File: src/rtl/uart_echo_fifo.sv
// rtl/uart_echo_fifo.sv - UART receiver feeding a FIFO that drives a UART transmitter (echo path)
`timescale 1ns/1ps
module uart_echo_fifo #(
  parameter int CLK_HZ     = 100_000_000,
  parameter int BIT_RATE   = 9600,
  parameter int DATA_BITS  = 8,
  parameter int PARITY     = 0,
  parameter int STOP_BITS  = 1,
  parameter int FIFO_DEPTH = 16
) (
  input  logic                          clk,
  input  logic                          reset,
  input  logic                          rx_i,
  output logic                          tx_o,
  input  logic                          tx_en_i,
  output logic                          busy_o,
  output logic [$clog2(FIFO_DEPTH):0]   fifo_level_o,
  output logic                          overrun_o,
  output logic                          frame_err_o,
  output logic                          parity_err_o
);

  localparam int CLK_PER_BIT = CLK_HZ / BIT_RATE;
  localparam int HALF_BIT    = CLK_PER_BIT / 2;
  localparam int STOP_CYC    = STOP_BITS * CLK_PER_BIT;
  localparam int CNT_W       = $clog2(STOP_CYC + 1);
  localparam int PTR_W       = $clog2(FIFO_DEPTH);
  localparam int LVL_W       = PTR_W + 1;

  localparam logic [CNT_W-1:0] HALF_LAST = CNT_W'(HALF_BIT - 1);
  localparam logic [CNT_W-1:0] BIT_LAST  = CNT_W'(CLK_PER_BIT - 1);
  localparam logic [CNT_W-1:0] STOP_LAST = CNT_W'(STOP_CYC - 1);
  localparam logic [3:0]       DATA_LAST = 4'(DATA_BITS - 1);

  // Parity bit value a transmitter would send for this word.
  function automatic logic parity_bit(input logic [DATA_BITS-1:0] d);
    return (PARITY == 1) ? ~(^d) : ^d;
  endfunction

  // ---------------------------------------------------------------- sync / arm
  logic       rx_meta, rx_sync, rx_prev, rx_armed;
  logic [1:0] flush;
  logic       rx_fall;

  // Arming waits until the synchroniser holds real line samples, so a line
  // held low through reset cannot masquerade as a start edge.
  always_ff @(posedge clk or posedge reset) begin
    if (reset) begin
      rx_meta  <= 1'b1;
      rx_sync  <= 1'b1;
      rx_prev  <= 1'b1;
      flush    <= 2'd0;
      rx_armed <= 1'b0;
    end else begin
      rx_meta <= rx_i;
      rx_sync <= rx_meta;
      rx_prev <= rx_sync;
      if (flush != 2'd2) flush <= flush + 2'd1;
      if (flush == 2'd2 && rx_sync) rx_armed <= 1'b1;
    end
  end

  assign rx_fall = rx_armed && rx_prev && !rx_sync;

  // ---------------------------------------------------------------- RX FSM
  typedef enum logic [2:0] {
    R_IDLE, R_START, R_DATA, R_PARITY, R_STOP, R_WAIT_HIGH
  } rx_state_t;

  rx_state_t              rx_state, rx_state_d;
  logic [CNT_W-1:0]       rx_cnt, rx_cnt_d;
  logic [3:0]             rx_bit, rx_bit_d;
  logic [DATA_BITS-1:0]   rx_shreg, rx_shreg_d;
  logic                   rx_par_bad, rx_par_bad_d;
  logic                   rx_tvalid;

  always_ff @(posedge clk or posedge reset) begin
    if (reset) begin
      rx_state   <= R_IDLE;
      rx_cnt     <= '0;
      rx_bit     <= '0;
      rx_shreg   <= '0;
      rx_par_bad <= 1'b0;
    end else begin
      rx_state   <= rx_state_d;
      rx_cnt     <= rx_cnt_d;
      rx_bit     <= rx_bit_d;
      rx_shreg   <= rx_shreg_d;
      rx_par_bad <= rx_par_bad_d;
    end
  end

  always_comb begin
    rx_state_d   = rx_state;
    rx_cnt_d     = rx_cnt + CNT_W'(1);
    rx_bit_d     = rx_bit;
    rx_shreg_d   = rx_shreg;
    rx_par_bad_d = rx_par_bad;
    rx_tvalid    = 1'b0;
    frame_err_o  = 1'b0;
    parity_err_o = 1'b0;
    case (rx_state)
      R_IDLE: begin
        rx_cnt_d = '0;
        if (rx_fall) begin
          rx_state_d   = R_START;
          rx_par_bad_d = 1'b0;
        end
      end
      R_START: begin
        if (rx_cnt == HALF_LAST) begin
          rx_cnt_d   = '0;
          rx_bit_d   = '0;
          rx_state_d = rx_sync ? R_IDLE : R_DATA;
        end
      end
      R_DATA: begin
        if (rx_cnt == BIT_LAST) begin
          rx_cnt_d   = '0;
          rx_shreg_d = {rx_sync, rx_shreg[DATA_BITS-1:1]};
          if (rx_bit == DATA_LAST)
            rx_state_d = (PARITY != 0) ? R_PARITY : R_STOP;
          else
            rx_bit_d = rx_bit + 4'd1;
        end
      end
      R_PARITY: begin
        if (rx_cnt == BIT_LAST) begin
          rx_cnt_d     = '0;
          rx_par_bad_d = (rx_sync != parity_bit(rx_shreg));
          rx_state_d   = R_STOP;
        end
      end
      R_STOP: begin
        if (rx_cnt == BIT_LAST) begin
          rx_cnt_d     = '0;
          parity_err_o = rx_par_bad;
          frame_err_o  = !rx_sync;
          rx_tvalid    = rx_sync && !rx_par_bad;
          rx_state_d   = rx_sync ? R_IDLE : R_WAIT_HIGH;
        end
      end
      R_WAIT_HIGH: begin
        rx_cnt_d = '0;
        if (rx_sync) rx_state_d = R_IDLE;
      end
      default: begin
        rx_cnt_d   = '0;
        rx_state_d = R_IDLE;
      end
    endcase
  end

  // ---------------------------------------------------------------- FIFO
  logic [DATA_BITS-1:0] mem [FIFO_DEPTH];
  logic [PTR_W-1:0]     wr_ptr, rd_ptr;
  logic [LVL_W-1:0]     level;
  logic                 fifo_full, fifo_tvalid, fifo_tready, wr_ok;
  logic [DATA_BITS-1:0] fifo_tdata;

  assign fifo_full    = (level == LVL_W'(FIFO_DEPTH));
  assign fifo_tvalid  = (level != '0);
  assign fifo_tdata   = mem[rd_ptr];
  // A full FIFO still takes a word when the transmitter pops in the same cycle.
  assign wr_ok        = rx_tvalid && (!fifo_full || fifo_tready);
  assign overrun_o    = rx_tvalid && !wr_ok;
  assign fifo_level_o = level;

  always_ff @(posedge clk or posedge reset) begin
    if (reset) begin
      wr_ptr <= '0;
      rd_ptr <= '0;
      level  <= '0;
    end else begin
      if (wr_ok)       wr_ptr <= wr_ptr + PTR_W'(1);
      if (fifo_tready) rd_ptr <= rd_ptr + PTR_W'(1);
      case ({wr_ok, fifo_tready})
        2'b10:   level <= level + LVL_W'(1);
        2'b01:   level <= level - LVL_W'(1);
        default: level <= level;
      endcase
    end
  end

  always_ff @(posedge clk) begin
    if (wr_ok) mem[wr_ptr] <= rx_shreg;
  end

  // ---------------------------------------------------------------- TX FSM
  typedef enum logic [2:0] {
    T_IDLE, T_START, T_DATA, T_PARITY, T_STOP
  } tx_state_t;

  tx_state_t            tx_state, tx_state_d;
  logic [CNT_W-1:0]     tx_cnt, tx_cnt_d;
  logic [3:0]           tx_bit, tx_bit_d;
  logic [DATA_BITS-1:0] tx_shreg, tx_shreg_d;
  logic                 tx_par, tx_par_d;
  logic                 tx_q, tx_d;

  always_ff @(posedge clk or posedge reset) begin
    if (reset) begin
      tx_state <= T_IDLE;
      tx_cnt   <= '0;
      tx_bit   <= '0;
      tx_shreg <= '0;
      tx_par   <= 1'b0;
      tx_q     <= 1'b1;
    end else begin
      tx_state <= tx_state_d;
      tx_cnt   <= tx_cnt_d;
      tx_bit   <= tx_bit_d;
      tx_shreg <= tx_shreg_d;
      tx_par   <= tx_par_d;
      tx_q     <= tx_d;
    end
  end

  // tx_o is registered so the pin never sees decode glitches.
  always_comb begin
    tx_state_d  = tx_state;
    tx_cnt_d    = tx_cnt + CNT_W'(1);
    tx_bit_d    = tx_bit;
    tx_shreg_d  = tx_shreg;
    tx_par_d    = tx_par;
    tx_d        = tx_q;
    fifo_tready = 1'b0;
    case (tx_state)
      T_IDLE: begin
        tx_cnt_d = '0;
        tx_d     = 1'b1;
        if (fifo_tvalid && tx_en_i) begin
          fifo_tready = 1'b1;
          tx_shreg_d  = fifo_tdata;
          tx_par_d    = parity_bit(fifo_tdata);
          tx_state_d  = T_START;
          tx_d        = 1'b0;
        end
      end
      T_START: begin
        if (tx_cnt == BIT_LAST) begin
          tx_cnt_d   = '0;
          tx_bit_d   = '0;
          tx_d       = tx_shreg[0];
          tx_state_d = T_DATA;
        end
      end
      T_DATA: begin
        if (tx_cnt == BIT_LAST) begin
          tx_cnt_d = '0;
          if (tx_bit == DATA_LAST) begin
            tx_state_d = (PARITY != 0) ? T_PARITY : T_STOP;
            tx_d       = (PARITY != 0) ? tx_par : 1'b1;
          end else begin
            tx_bit_d   = tx_bit + 4'd1;
            tx_shreg_d = {1'b0, tx_shreg[DATA_BITS-1:1]};
            tx_d       = tx_shreg[1];
          end
        end
      end
      T_PARITY: begin
        if (tx_cnt == BIT_LAST) begin
          tx_cnt_d   = '0;
          tx_d       = 1'b1;
          tx_state_d = T_STOP;
        end
      end
      T_STOP: begin
        if (tx_cnt == STOP_LAST) begin
          tx_cnt_d   = '0;
          tx_d       = 1'b1;
          tx_state_d = T_IDLE;
        end
      end
      default: begin
        tx_cnt_d   = '0;
        tx_d       = 1'b1;
        tx_state_d = T_IDLE;
      end
    endcase
  end

  assign tx_o   = tx_q;
  assign busy_o = (tx_state != T_IDLE);

endmodule

File: config.mk
export PLATFORM = sky130hd
export DESIGN_NAME = uart_echo_fifo
export DESIGN_NICKNAME = d
export VERILOG_FILES = /design/src/rtl/uart_echo_fifo.sv
export SDC_FILE = /design/constraint.sdc
export NUM_CORES = 1
export LEC_CHECK = 0
export ABC_CLOCK_PERIOD_IN_PS = 3600
export CAP_MARGIN = 20
export CORE_MARGIN = 1
export CORE_UTILIZATION = 35
export CTS_CLUSTER_SIZE = 20
export DETAILED_ROUTE_END_ITERATION = 12
export SYNTH_ARGS = -nofsm -noshare
export SYNTH_HDL_FRONTEND = slang
export SYNTH_SLANG_ARGS = --single-unit
File: constraint.sdc
create_clock -name clk -period 3.6 [get_ports clk]
set_input_delay 0.72 -clock clk [delete_from_list [all_inputs] [get_ports clk]]
set_output_delay 0.72 -clock clk [all_outputs]
set_load 0.01 [all_outputs]
# == Yosys cells after proc, flatten, opt, wreduce, memory -nomap -nowiden ==
# Memories as Yosys holds them, arrays and structs flattened.
# Index checks and enable logic that the tools add are counted.
# Widths: inputs -> output; s select.
# classes
n_eq_ne,36
addsub,9
n_mux,54
reduce_logical,33
# op_table
cell,count
$mux 14,4
$mux 3,14
$ne 2x2->1 const B,16
$add 14x1->14 const B,2
$eq 14x14->1 const B,2
$pmux 14 s2,1
$mux 4,6
$mux 8,3
$pmux 3 s6,1
$mux 1,17
$add 4x1->4 const B,4
$pmux 4 s2,2
$pmux 8 s2,1
$pmux 3 s5,1
$eq 14x13->1 const B,1
$eq 3x2->1 const B,4
$reduce_and 4->1,3
$pmux 5 s2,1
$reduce_bool 2->1,5
$eq 3x3->1 const B,3
$eq 4x3->1 const B,2
$reduce_xor 8->1,1
$logic_and 1x1->1,7
$reduce_and 7->1,1
other kinds (23),30
# word_totals
elab_cells,151
regBits,79
ramBits,128
n_memories,1
out_inout_bits,10
# memory_table
name,words,word_bits,rd,rd_ports_with_merged_regs,wr,line,text
mem,16,8,1,0,1,155,logic [DATA_BITS-1:0] mem [FIFO_DEPTH];

# == Logic depth before layout (Yosys ltp) ==
# Gate-level depths: netlist of the first run.
# logic_depth
depth_word,8
depth_mapped,10

# == Worst setup path after synthesis of the first run ==
# No wires, ideal clock.
# synth_timing
path_type,input to register
startpoint,in tx_en_i
endpoint,"reg level[4], in the netlist fifo_level_o[4]"
setup_time_ns,0.079
path_stages,9
arrival_time_ns,2.723
path_buffers,0
path_slack_ns,0.798
t_required_ns,3.521
cell_sequence,nor4b_1 -> o21a_1 -> o21ai_4 -> xnor2_1 -> ha_1 -> or2_2 -> or3_1 -> o22ai_1 -> xor2_1
# synth_via
elab_chain_cells,7
word_cells_on_any_way,9
cone_classes,2 x eq/ne; 3 x mux; 4 x reduce/logical
# synth_lines
element,line,text
start: declaration,15,"input logic tx_en_i,"
$logic_and 1x1->1 (*),232,if (fifo_tvalid && tx_en_i) begin
$mux 1 (*),232,
$mux 1 (*),228,case (tx_state)
$logic_or 1x1->1,165,assign wr_ok = rx_tvalid && (!fifo_full || fifo_tready);
$logic_and 1x1->1,165,
$eq 2x1->1 or $eq 2x2->1 (tied branches),177,"case ({wr_ok, fifo_tready})"
$pmux 5 s2 or $reduce_bool 2->1 (tied branches),-,
end signal: assignment,178,2'b10: level <= level + LVL_W'(1);
end signal: assignment,179,2'b01: level <= level - LVL_W'(1);
end signal: assignment,180,default: level <= level;
end: declaration,157,logic [LVL_W-1:0] level;
# Mark *: on every way between the ends. The rest lies on a longest branch, timed or not.
# A chain may end at the register's enable or synchronous reset.

# == Worst setup path after layout of the first run ==
# layout_timing
startpoint,reg rx_cnt[4]
endpoint,out overrun_o
# layout_via
elab_chain_cells,6
# layout_lines
element,line,text
start: declaration,71,"logic [CNT_W-1:0] rx_cnt, rx_cnt_d;"
start signal: assignment,86,rx_cnt <= rx_cnt_d;
$eq 14x14->1 (*),135,if (rx_cnt == BIT_LAST) begin
$mux 1 (*),135,
$mux 1 (*),102,case (rx_state)
$logic_and 1x1->1,165,
$logic_not 1->1,166,assign overrun_o = rx_tvalid && !wr_ok;
$logic_and 1x1->1 (*),166,
end: declaration,18,"output logic overrun_o,"
# Marked as above.

==> results.ini, run 1 <==
[status]
status=finished, final reports clean

[logic_synthesis]
ys.flop_type=edfxtp_1
synth-edff-count=128
syn_avg_cell_area_um2=14.58
post_synth_inst_count=614
synth-seq-cells=207
yosysUniqueCellTypes=65
ys_async_sr_fraction_pct=38.16
synth_seq_area_share_pct=65.09
netlist_area_mm2=0.008950
synth_fp_nets=629
yosysWarnings=0

[clocking]
numCtsBuffers=23
cts_root_buf=clkbuf_16
hold_buffers=0
cts_tree=built
clock_path_buffers=3
clock-sinks=207
post-cts-setup-buffer-count=0
htreeDepth=1
clkSlewWorstSetupHoldPaths_ns=0.05
cts_resized=0
clock_latency_ns=0.49

[route]
firstDrtPassIters=5
ant_nets=0
route.vias.total=5050
drt-vias-per-instance=5.091
drt-total-wl_mm=16.98
drc=0
wire_per_inst_um=17.12
drt_iter0_drc=370

[cells_and_area]
layout.nets=663
area_delta_synth_final_pct=15.39
antennaDiodeCount=0
fillCellCount=2281
mostFrequentLayoutCells=edfxtp_1 (128), dfrtp_1 (74), nor2_1 (60)
final_common_cell=edfxtp_1
layout-drive-gt1-share_pct=17.22

[global_route]
grt_max_degree=42
grt_use_total_pct=13.35
antenna_found_initial=0
grt_pass1_vias=5256
grt_pass1_wl_mm=27.60
grt_overflow_total=0

[sta]
timing_hold_violations_final=0
rsz0062_at_grt=no
fin_worst_skew_ns=0.01140
drv_slew=0
tns_ns=0
slew_headroom_pct=46.06
fmax_ghz=0.2914
layout_setup_ws_ns=0.1689
period_minus_slack_ns=3.431
fin_crit_sh_pct=95.31
setup_viol=0
worst_pin_slew_ns=0.8091

[job]
maxCapViolCount=0

[worst_setup_path]
cp.depth=4
rr_worst_depth=10
worstPathRequired_ns=2.88
crit_fanout=6
cp_data_arrival_time_ns=2.71
worst_path_largest_cell_delay_ns=0.57
end_kind=primary output
cp-start-kind=flop
path_buf_inv=1
critPathSlowestCell=or4b_4
critPathTopFamily=simple AND/OR/NAND/NOR gates
worstSetupPathType=flop to primary output
reg2reg_slack_ns=0.55
crit_chain=or4b_4 > nor4_4 > and4_1 > clkdlybuf4s50_1

[placed_design]
dp_hpwl_mm=11.19
dpl_worst_slack_ns=0.1234
io_buffers=13
place_congestion=0.8023

[floorplan]
coreArea_mm2=0.02511
die_area_mm2=0.02621
die_h_um=161.9
ios=14
die_x_um=161.9
start_util_pct=35.64
num_rows=58

[hold_path]
hp-class=flop to flop
whs_path_depth=0

[power]
leakage_nw=4.073
ir_drop_v=0.0002346
powerDensity_mw_per_mm2=492.5

## layer usage
layer,share of wire (%),GRT usage (%),vias up
li1,-,-,2372
met1,45,17.60,2577
met2,49,22.77,79
met3,3.8,2.043,22
met4,1.8,3.859,0
met5,0,0,-
## through the flow
stage / total power, mW / util, % / area [um^2] / hold WS, ns / cells
CTS: 5.148 / 41.13 / 10330 / 0.3572 / 992
global route: 5.260 / 41.13 / 10330 / 0.3586 / 992
finish: 5.086 / 41.13 / 10330 / 0.3560 / 992
detailed placement: 2.748 / 38.05 / 9554 / 0.3487 / 953
global placement: 2.741 / 38.05 / 9554 / 0.3490 / 953
floorplan: 2.721 / - / 8950 / 0.3452 / 614
## logic make-up (layout without fill, tap and decap cells)
group | after synthesis | count (layout) | synth area share (%)
DFF | 207 | 207 | 65.09
muxes | 45 | 45 | 9.646
and+or+nand+nor | 184 | 184 | 11.32
AOI/OAI and AO/OA | 86 | 86 | 6.277
xor gates and xnor gates | 43 | 43 | 4.208
adders and majority gates | 11 | 11 | 1.538
buffers and inverters | 38 | 86 | 1.915
## state kept, by name, summed over array words and instances, names as in the netlist
name	flops
mem	128
rx_cnt	14
tx_cnt	14
rx_shreg	8
tx_shreg	8
fifo_level_o	5
rd_ptr	4
rx_bit	4
tx_bit	4
wr_ptr	4
rx_state	3
tx_state	3
flush	2
rx_armed	1
rx_meta	1
rx_par_bad	1
rx_prev	1
rx_sync	1
tx_o	1
## worst paths after layout
kind | from | to
min | rx_meta | rx_sync
max | rx_cnt[4] | overrun_o
min in group asynchronous | reset | tx_state[1]
max reg2reg | rx_cnt[0] | fifo_level_o[4]
max in group asynchronous | reset | rx_sync
min reg2reg | rx_meta | rx_sync
## worst register-to-register path, stage by stage, from the launching register on
cell       delay [ns]
dfrtp_1          0.36
ha_1             0.30
nand4bb_4        0.18
or4_4            0.60
o21ai_4          0.24
xnor2_1          0.10
ha_1             0.20
or2_2            0.30
or3_1            0.32
o22ai_1          0.21
xor2_1           0.17
## Yosys cell counts (all sizes together) (3+ instances only)
cell type | count | share of area (%)
clkbuf | 13 | 0.56
nand3b | 5 | 0.42
edfxtp | 128 | 43
inv | 10 | 0.42
nand4 | 7 | 0.56
a22oi | 14 | 1.2
ha | 11 | 1.5
a31oi | 5 | 0.35
nor3 | 8 | 0.50
o22ai | 4 | 0.42
nor3b | 3 | 0.25
or2 | 3 | 0.21
and2 | 3 | 0.21
nor2b | 6 | 0.42
and3 | 8 | 0.56
dfstp | 4 | 1.2
nand2 | 29 | 1.2
mux4 | 32 | 8.1
and4 | 5 | 0.49
nand4bb | 3 | 0.56
a22o | 3 | 0.29
xnor2 | 24 | 2.3
nor2 | 61 | 2.6
nand2b | 9 | 0.63
mux2 | 10 | 1.3
nand3 | 17 | 0.95
nor4 | 3 | 0.45
or3 | 7 | 0.49
xor2 | 19 | 1.9
a21oi | 29 | 1.6
buf | 15 | 0.94
mux2i | 3 | 0.34
dfrtp | 75 | 21
o21ai | 20 | 1.2
## area by class of cell
type	instances	area, um^2	area share [%]
Multi-Input combinational cell	369	2953	28.59
Timing Repair Buffer	37	322.8	3.126
Inverter	10	38.79	0.3756
Clock buffer	27	590.6	5.718
Clock inverter	12	182.7	1.769
Sequential cell	207	5827	56.42
Tap cell	330	412.9	3.998
## report_power, final
| part | switching [mW] | internal [mW] |
|---|---|---|
| registers | 0.0391 | 2.53 |
| clock network | 0.866 | 1.52 |
| logic | 0.0753 | 0.0541 |
Note: power is estimated with default switching activity, not from simulation.
==> run 2, diff against run 1 <==
CORE_MARGIN = 3   (was 1)
SKIP_LAST_GASP = 1   (was unset)
==> results.ini, run 2 (same netlist as run 1, synthesis figures left out) <==
[global_route]
grt_overflow_total=0  ; unchanged
antenna_found_initial=0  ; unchanged
grt_max_degree=46  ; +9.5%
grt_pass1_wl_mm=28.39  ; +2.9%
grt_pass1_vias=5248  ; -0.15%
grt_use_total_pct=12.54  ; -0.81 points

[cells_and_area]
final_common_cell=edfxtp_1
fillCellCount=2218  ; -2.8%
antennaDiodeCount=0  ; unchanged
largest_register_ffs=128  ; unchanged
area_delta_synth_final_pct=15.15
layout.nets=661  ; -0.30%
layout-drive-gt1-share_pct=17.37  ; +0.15 points
top_register=mem
top_regs=mem x128, rx_cnt x14, tx_cnt x14
mostFrequentLayoutCells=edfxtp_1 (128), dfrtp_1 (74), nor2_1 (60)

[sta]
tns_ns=0  ; unchanged
fin_crit_sh_pct=95.20  ; -0.11 points
fmax_ghz=0.2918  ; +0.12%
rsz0062_at_grt=no
setup_viol=0  ; unchanged
slew_headroom_pct=45.95  ; -0.11 points
timing_hold_violations_final=0  ; unchanged
worst_pin_slew_ns=0.8064  ; -0.002745 ns
drv_slew=0  ; unchanged
fin_worst_skew_ns=0.01604  ; +0.004634 ns
period_minus_slack_ns=3.427  ; -0.003971 ns

[power]
comb_power_share_pct=2.6  ; about the same
p_sw_mw=1.006  ; +2.6%
ir_drop_v=0.0002364  ; +0.79%
leakage_nw=4.053  ; -0.47%
clockPowerShare_pct=46.4  ; -0.5 points
internal_power_mw=4.032  ; -1.8%
switching_share_pct=19.97  ; +0.70 points
pwr-share-seq_pct=51.0  ; +0.5 points
finalPower_mw=5.038  ; -0.95%
powerDensity_mw_per_mm2=488.8  ; -0.74%

[route]
ant_nets=0  ; unchanged
drt-total-wl_mm=17.08  ; +0.59%
drc=0  ; unchanged
route.vias.total=5034  ; -0.32%
drt_iter0_drc=421  ; +14%
firstDrtPassIters=4  ; -1
wire_per_inst_um=17.32  ; +1.2%
drt-vias-per-instance=5.105  ; +0.29%

[clocking]
numCtsBuffers=22  ; -4.3%
clock_path_buffers=3  ; unchanged
cts_tree=built
htreeDepth=1  ; unchanged
clock-sinks=207  ; unchanged
cts_root_buf=clkbuf_16
cts_resized=0  ; unchanged
hold_buffers=0  ; unchanged
post-cts-setup-buffer-count=0  ; unchanged
clkSlewWorstSetupHoldPaths_ns=0.06  ; about the same
clock_latency_ns=0.50  ; about the same

[worst_setup_path]
timing.rr.start=rx_cnt[0]
cp-start-kind=flop
end_kind=primary output
cp_data_arrival_time_ns=2.71  ; about the same
worstPathRequired_ns=2.88  ; about the same
crit_fanout=6  ; unchanged
critPathSlowestCell=or4b_4
worst_path_largest_cell_delay_ns=0.57  ; about the same
critPathTopFamily=simple AND/OR/NAND/NOR gates
crit_chain=or4b_4 > nor4_4 > and4_1 > clkdlybuf4s50_1
path_buf_inv=1  ; unchanged
crit_start=rx_cnt[4]
worstSetupPathType=flop to primary output

[floorplan]
die_x_um=165.9  ; +2.5%
coreArea_mm2=0.02475  ; -1.4%
die_h_um=165.9  ; +2.5%
ios=14  ; unchanged
num_rows=57  ; -1.7%
start_util_pct=36.16  ; +0.52 points
die_area_mm2=0.02753  ; +5.0%

[placed_design]
place_congestion=0.8025  ; about the same
dp_hpwl_mm=11.08  ; -0.98%
io_buffers=13  ; unchanged

[hold_path]
min_from=rx_meta
hp-class=flop to flop

[job]
maxCapViolCount=0  ; unchanged

[status]
status=finished, final reports clean

## run 2: changes by cell type in the layout (fill, tap and decap cells not counted)
cell	delta
clkinvlp_4	+2
clkinvlp_2	+1
clkbuf_16	+1
clkinv_4	+1
clkinv_2	-2
clkinv_1	-1
bufinv_16	-2
buf_4	-1
clkbuf_8	+1
## run 2: final timing paths
check                                  endpoint  slack [ns]  cells after the start
worst min-delay path                    rx_sync        0.36                      0
worst max register to register  fifo_level_o[4]        0.63                     10
max in group asynchronous               rx_meta        2.27                      3
min in group asynchronous           tx_state[0]        0.60                      2
worst min register to register          rx_sync        0.36                      0
worst max-delay path                  overrun_o        0.17                      4
## run 2: power groups by stage
stage / sequential, mW / clock, mW / combinational, mW
after floorplan: 2.60 / 0 / 0.122
after global placement: 2.61 / 0 / 0.128
after detailed placement: 2.62 / 0 / 0.133
after CTS: 2.57 / 2.40 / 0.136
after global routing: 2.57 / 2.49 / 0.152
final: 2.57 / 2.34 / 0.131
## run 2: through the flow
step	cell area, um^2	utilization [%]	hold slack [ns]	instances	setup slack (ns)
after global routing	10310	41.65	0.3652	986	0.07806
after global placement	9539	38.55	0.3490	946	0.2883
after CTS	10310	41.65	0.3597	986	0.1505
final	10310	41.65	0.3558	986	0.1728
after detailed placement	9539	38.55	0.3513	946	0.2163
after floorplan	8950	-	0.3452	614	0.7976
## run 2: worst reg2reg max path, cell delays in order, from the launching register on
cell       delay (ns)
dfrtp_1          0.36
ha_1             0.30
nand4bb_4        0.18
or4_4            0.59
o21ai_4          0.24
xnor2_1          0.10
ha_1             0.22
or2_2            0.30
or3_1            0.31
o22ai_1          0.18
xor2_1           0.15
## run 2: layer usage
| metal | routed length, um | track usage, % |
|---|---|---|
| met4 | 349 | 3.219 |
| met5 | 0 | 0 |
| met3 | 726 | 1.833 |
| met2 | 8360 | 21.32 |
| met1 | 7645 | 17.03 |
## run 2: area by class of cell
cell class,count,area [um^2],share of cell area (%)
Inverter,10,38.79,0.3764
Tap cell,324,405.4,3.933
Timing Repair Buffer,36,315.3,3.059
Multi-Input combinational cell,369,2953,28.65
Clock buffer,29,629.4,6.107
Clock inverter,11,137.6,1.335
Sequential cell,207,5827,56.54
